**src/rtl/sum_accumulator.sv**
```systemverilog
// Accumulates COUNT consecutive adder sums into one frame total with a sticky overflow flag.
// Optional build macro SUM_ACCUMULATOR_SAT_EN clamps the total to all-ones on overflow instead of wrapping.
module sum_accumulator #(
  parameter int WIDTH     = 10,
  parameter int COUNT     = 4,
  parameter int ACC_WIDTH = 13
) (
  input  logic                       i_clk,
  input  logic                       i_rst,
  input  logic [WIDTH:0]             i_sum,
  input  logic                       i_valid,
  output logic                       o_ready,
  input  logic                       i_clear,
  output logic [ACC_WIDTH-1:0]       o_total,
  output logic                       o_valid,
  input  logic                       i_ready,
  output logic [$clog2(COUNT+1)-1:0] o_count,
  output logic                       o_overflow
);
  localparam int CW  = $clog2(COUNT+1);
  localparam int AW1 = ACC_WIDTH + 1;

  typedef enum logic [1:0] {IDLE, ACCUM, HOLD} state_t;

  state_t               state, state_nxt;
  logic [ACC_WIDTH-1:0] acc, acc_nxt;
  logic [CW-1:0]        cnt, cnt_nxt;
  logic                 ovf, ovf_nxt;
  logic [ACC_WIDTH:0]   sum_ext;
  logic                 accept;

  assign accept  = i_valid && o_ready;
  // One extra bit so the carry out of the accumulator is visible.
  assign sum_ext = {1'b0, acc} + AW1'(i_sum);

  always_comb begin
    state_nxt = state;
    acc_nxt   = acc;
    cnt_nxt   = cnt;
    ovf_nxt   = ovf;
    case (state)
      IDLE, ACCUM: begin
        if (accept) begin
          cnt_nxt = cnt + CW'(1);
          ovf_nxt = ovf | sum_ext[ACC_WIDTH];
`ifdef SUM_ACCUMULATOR_SAT_EN
          if (ovf || sum_ext[ACC_WIDTH]) acc_nxt = '1;
          else                           acc_nxt = sum_ext[ACC_WIDTH-1:0];
`else
          acc_nxt = sum_ext[ACC_WIDTH-1:0];
`endif
          state_nxt = (cnt_nxt == CW'(COUNT)) ? HOLD : ACCUM;
        end
      end
      HOLD: begin
        if (i_ready) begin
          acc_nxt   = '0;
          cnt_nxt   = '0;
          ovf_nxt   = 1'b0;
          state_nxt = IDLE;
        end
      end
      default: state_nxt = IDLE;
    endcase
    // Abort wins over both an input accept and an output handshake.
    if (i_clear) begin
      acc_nxt   = '0;
      cnt_nxt   = '0;
      ovf_nxt   = 1'b0;
      state_nxt = IDLE;
    end
  end

  always_ff @(posedge i_clk or posedge i_rst) begin
    if (i_rst) begin
      state <= IDLE;
      acc   <= '0;
      cnt   <= '0;
      ovf   <= 1'b0;
    end else begin
      state <= state_nxt;
      acc   <= acc_nxt;
      cnt   <= cnt_nxt;
      ovf   <= ovf_nxt;
    end
  end

  assign o_total    = acc;
  assign o_count    = cnt;
  assign o_overflow = ovf;
  assign o_valid    = (state == HOLD);
  assign o_ready    = (state != HOLD);
endmodule

```
**config.mk**
```make
export PLATFORM = sky130hd
export DESIGN_NAME = sum_accumulator
export DESIGN_NICKNAME = d
export VERILOG_FILES = /design/src/rtl/sum_accumulator.sv
export SDC_FILE = /design/constraint.sdc
export NUM_CORES = 1
export LEC_CHECK = 0
export BUFFER_PORTS_ARGS = -buffer_cell sky130_fd_sc_hd__buf_4
export CELL_PAD_IN_SITES_DETAIL_PLACEMENT = 0
export CELL_PAD_IN_SITES_GLOBAL_PLACEMENT = 1
export CORE_AREA = 4 4 67 69
export DETAILED_ROUTE_END_ITERATION = 12
export DIE_AREA = 0 0 71 73
export HOLD_SLACK_MARGIN = 0.08
export PLACE_DENSITY_LB_ADDON = 0.1
export SYNTH_ARGS = -nofsm -noshare
export SYNTH_HDL_FRONTEND = slang
export SYNTH_SLANG_ARGS = --single-unit
export TNS_END_PERCENT = 10
```
**constraint.sdc**
```tcl
create_clock -name i_clk -period 2.4 [get_ports i_clk]
set_input_delay 0.24 -clock i_clk [delete_from_list [all_inputs] [get_ports i_clk]]
set_output_delay 0.24 -clock i_clk [all_outputs]
set_load 0.02 [all_outputs]
```
==> results.toml, run 1 <==
[final_layout]
finalInstanceArea_um2 = 1680
nets = 210
layout-drive-gt1-share_pct = 24.6
nFillCells = 428
syn2layout_area_growth_pct = 26.0
n_antenna_cell = 0

[logic_synthesis]
synth_cell_types = 36
syn_nets = 175
syn_area_um2 = 1330
synthFlopType = "dfrtp_1"
synth_compound_area_share_pct = 25.5
yosys-top-cells-area = "dfrtp_1 (36%), ha_1 (12%), nand2_1 (5.4%)"
ys_warn_count = 0
synth_top_area_share_pct = 35.7
postSynthAreaPerCell_um2 = 9.19
synth-simple-area-share_pct = 14.4
async_flop_share_pct = 100
synthMuxAreaShare_pct = 1.50
synthCells = 145
synthAdderAreaFrac_pct = 13.7
synth_top_cell_by_area = "dfrtp_1"
synth-xor-area-share_pct = 5.92
synth.top_cells.by_count = "dfrtp_1 (19), nand2_1 (19), a21oi_1 (13), ha_1 (13), o21ai_0 (12)"
yosysSeqAreaShare_pct = 35.7
synth-edff-count = 0
ys_ff_latch = 19
synth_top_family_by_area = "compound AO/OA/AOI/OAI gates"

[drt]
ant_nets = 0
drt_iter0_drc = 36
routed-via-count = 1156
drcViolationCount = 0
routedWlPerCell_um = 13.8
drtPass1Iterations = 4
viasPerCell = 5.05
wl_um = 3160

[cts]
cts-buffers-inserted = 3
clk_latency_ns = 0.26
cts_num_sinks = 19
postCtsResizedCells = 0
htree_num_levels = 1
tritoncts = "yes"
ctsHoldBuffers = 0
clkSlewWorstSetupHoldPaths_ns = 0.08
clock_path_buffers = 2
root_buffer = "clkbuf_8"
cts_setup_buffers = 0

[timing]
fin_crit_sh_pct = 93.1
rsz0062_at_grt = "no"
tns_ns = 0
worstMarginPinSlew_ns = 0.761
skew_ns = 0.00568
period_needed_ns = 2.23
finalSetupViolations = 0
slew_violations = 0
slew_headroom_pct = 49.2
finalHoldViolations = 0
fmax_mhz = 448

[power_and_ir_drop]
peakVddDrop_mv = 0.274
power_density_nw_per_um2 = 604
power.leakage_nw = 0.844

[global_routing]
grt_usage_pct = 12.4
grt_first_pass_wirelength_um = 5170
grt_pass1_vias = 1137
antenna_found_initial = 0
overflow = 0
grt_start_max_net_pins = 20

[floorplan]
dieHeight_um = 73
dieArea_um2 = 5180
initial_core_util_pct = 34.0
core-area_um2 = 3910
die_w_um = 71
fp-row-count = 23
io_pins = 35

[worst_setup_path]
start_kind = "flip-flop"
cp.required_ns = 2.53
cp-end-kind = "flip-flop"
worstSetupPathType = "flip-flop to flip-flop"
crit_arrival_ns = 2.37
r2r_cells = 7
r2r_slack_ns = 0.17
path_max_fanout = 4

[placed_design]
gp_congestion = 0.743
io_buffers = 34
hpwl_um = 2400
place_area_um2 = 1630

[status]
outcome = "finished, final reports clean"

[run]
maxCapViolations = 0

[hold_path]
hp-class = "primary input to asynchronous set/reset pin"
==> per-layer routing <==
layer  vias up  wire length [µm]  global-route usage, %
li1        591                 -                      -
met1       539              1550                   16.6
met2        22              1470                   20.8
met3         4               112                   1.93
met4         0                31                   3.76
met5         -                 0                      0
==> cells in the final DEF, fill, tap and decap left out, drive strengths merged, types with 2 or more instances in the layout <==
master / Yosys / layout
a21o: 6 / 6
a21oi: 14 / 14
a221oi: 2 / 2
a22o: 3 / 3
a31oi: 2 / 2
and2: 2 / 2
and3: 3 / 3
buf: 3 / 35
clkbuf: 2 / 3
dfrtp: 19 / 19
ha: 13 / 13
inv: 5 / 5
mux2i: 2 / 2
nand2: 19 / 19
nand2b: 3 / 3
nand3: 2 / 2
nand4: 3 / 3
nor2: 7 / 7
nor3: 3 / 3
o21ai: 13 / 13
o31ai: 2 / 2
xnor2: 4 / 4
xor2: 5 / 5
==> registers in the layout, summed over array words and instances (netlist names) <==
name        flops
state           2
o_total        13
o_overflow      1
o_count         3
==> power by group <==
group	total, W	switching [W]	internal, W	leakage, nW
clock network	0.000232	0.000116	0.000116	0.0255
registers	0.000385	0.0000303	0.000354	0.255
logic	0.000397	0.000221	0.000176	0.564
total	0.00101	0.000368	0.000646	0.844
==> critical path, stage by stage (launching register included) <==
cell and delay, ns:
dfrtp_1 0.41, ha_1 0.23, fa_1 0.41, a21o_1 0.20, a221oi_2 0.42, o221ai_1 0.21
xnor2_1 0.17, o21ai_1 0.07
==> per-stage QoR <==
step | util, % | total power (W) | instances | hold WS, ns | setup slack [ns]
3_3_place_gp | 41.7 | 0.000790 | 225 | 0.437 | 0.267
6_report | 42.9 | 0.00101 | 229 | 0.114 | 0.166
3_5_place_dp | 41.7 | 0.000791 | 225 | 0.439 | 0.196
4_1_cts | 42.9 | 0.00104 | 229 | 0.148 | 0.163
5_1_grt | 42.9 | 0.00109 | 229 | 0.174 | 0.0558
2_1_floorplan | - | 0.000662 | 145 | 0.191 | 0.323
==> path summary, 6_finish.rpt <==
kind	from	to
worst max-delay path	o_total[0]	o_total[10]
worst min-delay path	i_rst	o_total[2]
worst max register to register	o_total[0]	o_total[10]
worst min register to register	state[1]	state[0]
max in group asynchronous	i_rst	o_total[12]
min in group i_clk	i_clear	state[0]
==> layout make-up <==
| cell class | count | area [µm²] | share of cell area (%) |
|---|---|---|---|
| multi-input combinational | 116 | 813 | 48.4 |
| sequential | 19 | 475 | 28.3 |
| timing repair buffer | 35 | 263 | 15.6 |
| tap | 50 | 62.6 | 3.73 |
| clock buffer | 3 | 41.3 | 2.46 |
| inverter | 5 | 18.8 | 1.12 |
| clock inverter | 1 | 5.00 | 0.298 |
==> cell families (layout without fill, tap and decap cells) <==
group	Yosys count	after routing
AO/OA/AOI/OAI	49	49
XOR/XNOR	9	9
adder cells (fa/ha/maj)	14	14
buffers and inverters	10	44
flip-flops	19	19
multiplexers	2	2
AND/OR/NAND/NOR	42	42
Note: power is estimated with default switching activity, not from simulation.
==> run 2: changes to the inputs <==
==> constraint.sdc (replaced) <==
create_clock -name i_clk -period 2.4 [get_ports i_clk]
set_input_delay 0.12 -clock i_clk [delete_from_list [all_inputs] [get_ports i_clk]]
set_output_delay 0.12 -clock i_clk [all_outputs]
set_load 0.02 [all_outputs]
==> results.toml, run 2 (synthesized netlist as in run 1, its figures left out) <==
[global_routing]
antenna_found_initial = 0
grt_usage_pct = 13.3
grt_start_max_net_pins = 20
grt_first_pass_wirelength_um = 5490
grt_pass1_vias = 1155
overflow = 0

[hold_path]
worstHoldStart = "i_clear"
hp-class = "primary input to flip-flop"

[cts]
ctsHoldBuffers = 1
postCtsResizedCells = 0
cts-buffers-inserted = 3
cts_num_sinks = 19
tritoncts = "yes"
clk_latency_ns = 0.26
root_buffer = "clkbuf_8"
clkSlewWorstSetupHoldPaths_ns = 0.08
cts_setup_buffers = 0
htree_num_levels = 1
clock_path_buffers = 2

[worst_setup_path]
r2r_cells = 7
regToRegStartpoint = "o_total[0]"
r2r_slack_ns = 0.14
crit_arrival_ns = 2.39
path_max_fanout = 4
regToRegEndpoint = "o_total[10]"
start_kind = "flip-flop"
cp-endpoint = "o_total[10]"
cp-startpoint = "o_total[0]"
cp.required_ns = 2.54
cp-end-kind = "flip-flop"
worstSetupPathType = "flip-flop to flip-flop"

[floorplan]
fp-row-count = 23
initial_core_util_pct = 34.0
dieArea_um2 = 5180
dieHeight_um = 73
core-area_um2 = 3910
die_w_um = 71
io_pins = 35

[final_layout]
layout-drive-gt1-share_pct = 24.4
n_antenna_cell = 0
layout_commonest_cell = "buf_4"
nets = 211
syn2layout_area_growth_pct = 26.8
largest_reg_flops = 13
area.sequential_um2 = 475
final_cell_mix = "buf_4 (35), nand2_1 (19), dfrtp_1 (19)"
fin_util_pct = 43.2
nFillCells = 409
multi_input_area_um2 = 813

[timing]
skew_ns = 0.00325
finalHoldViolations = 0
tns_ns = 0
slew_violations = 0
period_needed_ns = 2.26
fin_crit_sh_pct = 94.0
finalSetupViolations = 0
slew_headroom_pct = 47.0
worstMarginPinSlew_ns = 0.794
fmax_mhz = 443
holdWs_ns = 0.0922
rsz0062_at_grt = "no"

[drt]
routed-via-count = 1160
ant_nets = 0
viasPerCell = 5.04
drtPass1Iterations = 4
drt_iter0_drc = 45
routedWlPerCell_um = 14.4
wl_um = 3300
drcViolationCount = 0

[placed_design]
gp_congestion = 0.761
io_buffers = 34
hpwl_um = 2430

[power_and_ir_drop]
peakVddDrop_mv = 0.267
power_density_nw_per_um2 = 605
power.leakage_nw = 0.849

[run]
maxCapViolations = 0

[status]
outcome = "finished, final reports clean"
## run 2: cell types whose count changed in the layout (fill, tap and decap cells not counted)
cell,change
dlygate4sd3_1,+1
## run 2: worst max-delay path: stages, from the launching register on
cell,delay [ns]
dfrtp_1,0.40
ha_1,0.23
fa_1,0.42
a21o_1,0.20
a221oi_2,0.42
o221ai_1,0.21
xnor2_1,0.18
o21ai_1,0.07
## run 2: per-layer routing
layer	global-route usage, %	part of all wire (%)
met2	21.3	46
met5	0	0
met3	2.07	3.8
met1	18.4	49
met4	4.38	1.3
## run 2: area by class of cell
cell class / instances / share of cell area (%)
multi-input cells: 116 / 48.1
flip-flops and latches: 19 / 28.1
repair buffers: 36 / 16.1
well taps: 50 / 3.70
clock buffers: 3 / 2.44
inverters: 5 / 1.11
clock inverters: 1 / 0.296
## run 2: metrics by stage
stage / power, W / setup WS, ns / cell area, µm² / instances
final: 0.00102 / 0.145 / 1690 / 230
after global routing: 0.00110 / 0.00000644 / 1690 / 230
after CTS: 0.00104 / 0.141 / 1690 / 230
after detailed placement: 0.000792 / 0.204 / 1630 / 225
after global placement: 0.000790 / 0.269 / 1630 / 225
after floorplan: 0.000662 / 0.323 / 1330 / 145
## run 2: worst min-delay path by stage
stage | slack, ns | to | cells past startpoint
after floorplan | 0.07 | o_count[0] | 1
after global placement | 0.32 | o_total[2] | 2
final | 0.09 | state[1] | 2
after CTS | 0.09 | state[1] | 2
after global routing | 0.1 | state[0] | 2
after detailed placement | 0.33 | o_total[2] | 2
## run 2: power by group
| part | total, W | internal [W] | leakage, nW | switching (W) |
|---|---|---|---|---|
| Sequential | 0.000385 | 0.000354 | 0.255 | 0.0000306 |
| Clock | 0.000234 | 0.000116 | 0.0255 | 0.000118 |
| Combinational | 0.000404 | 0.000178 | 0.568 | 0.000226 |
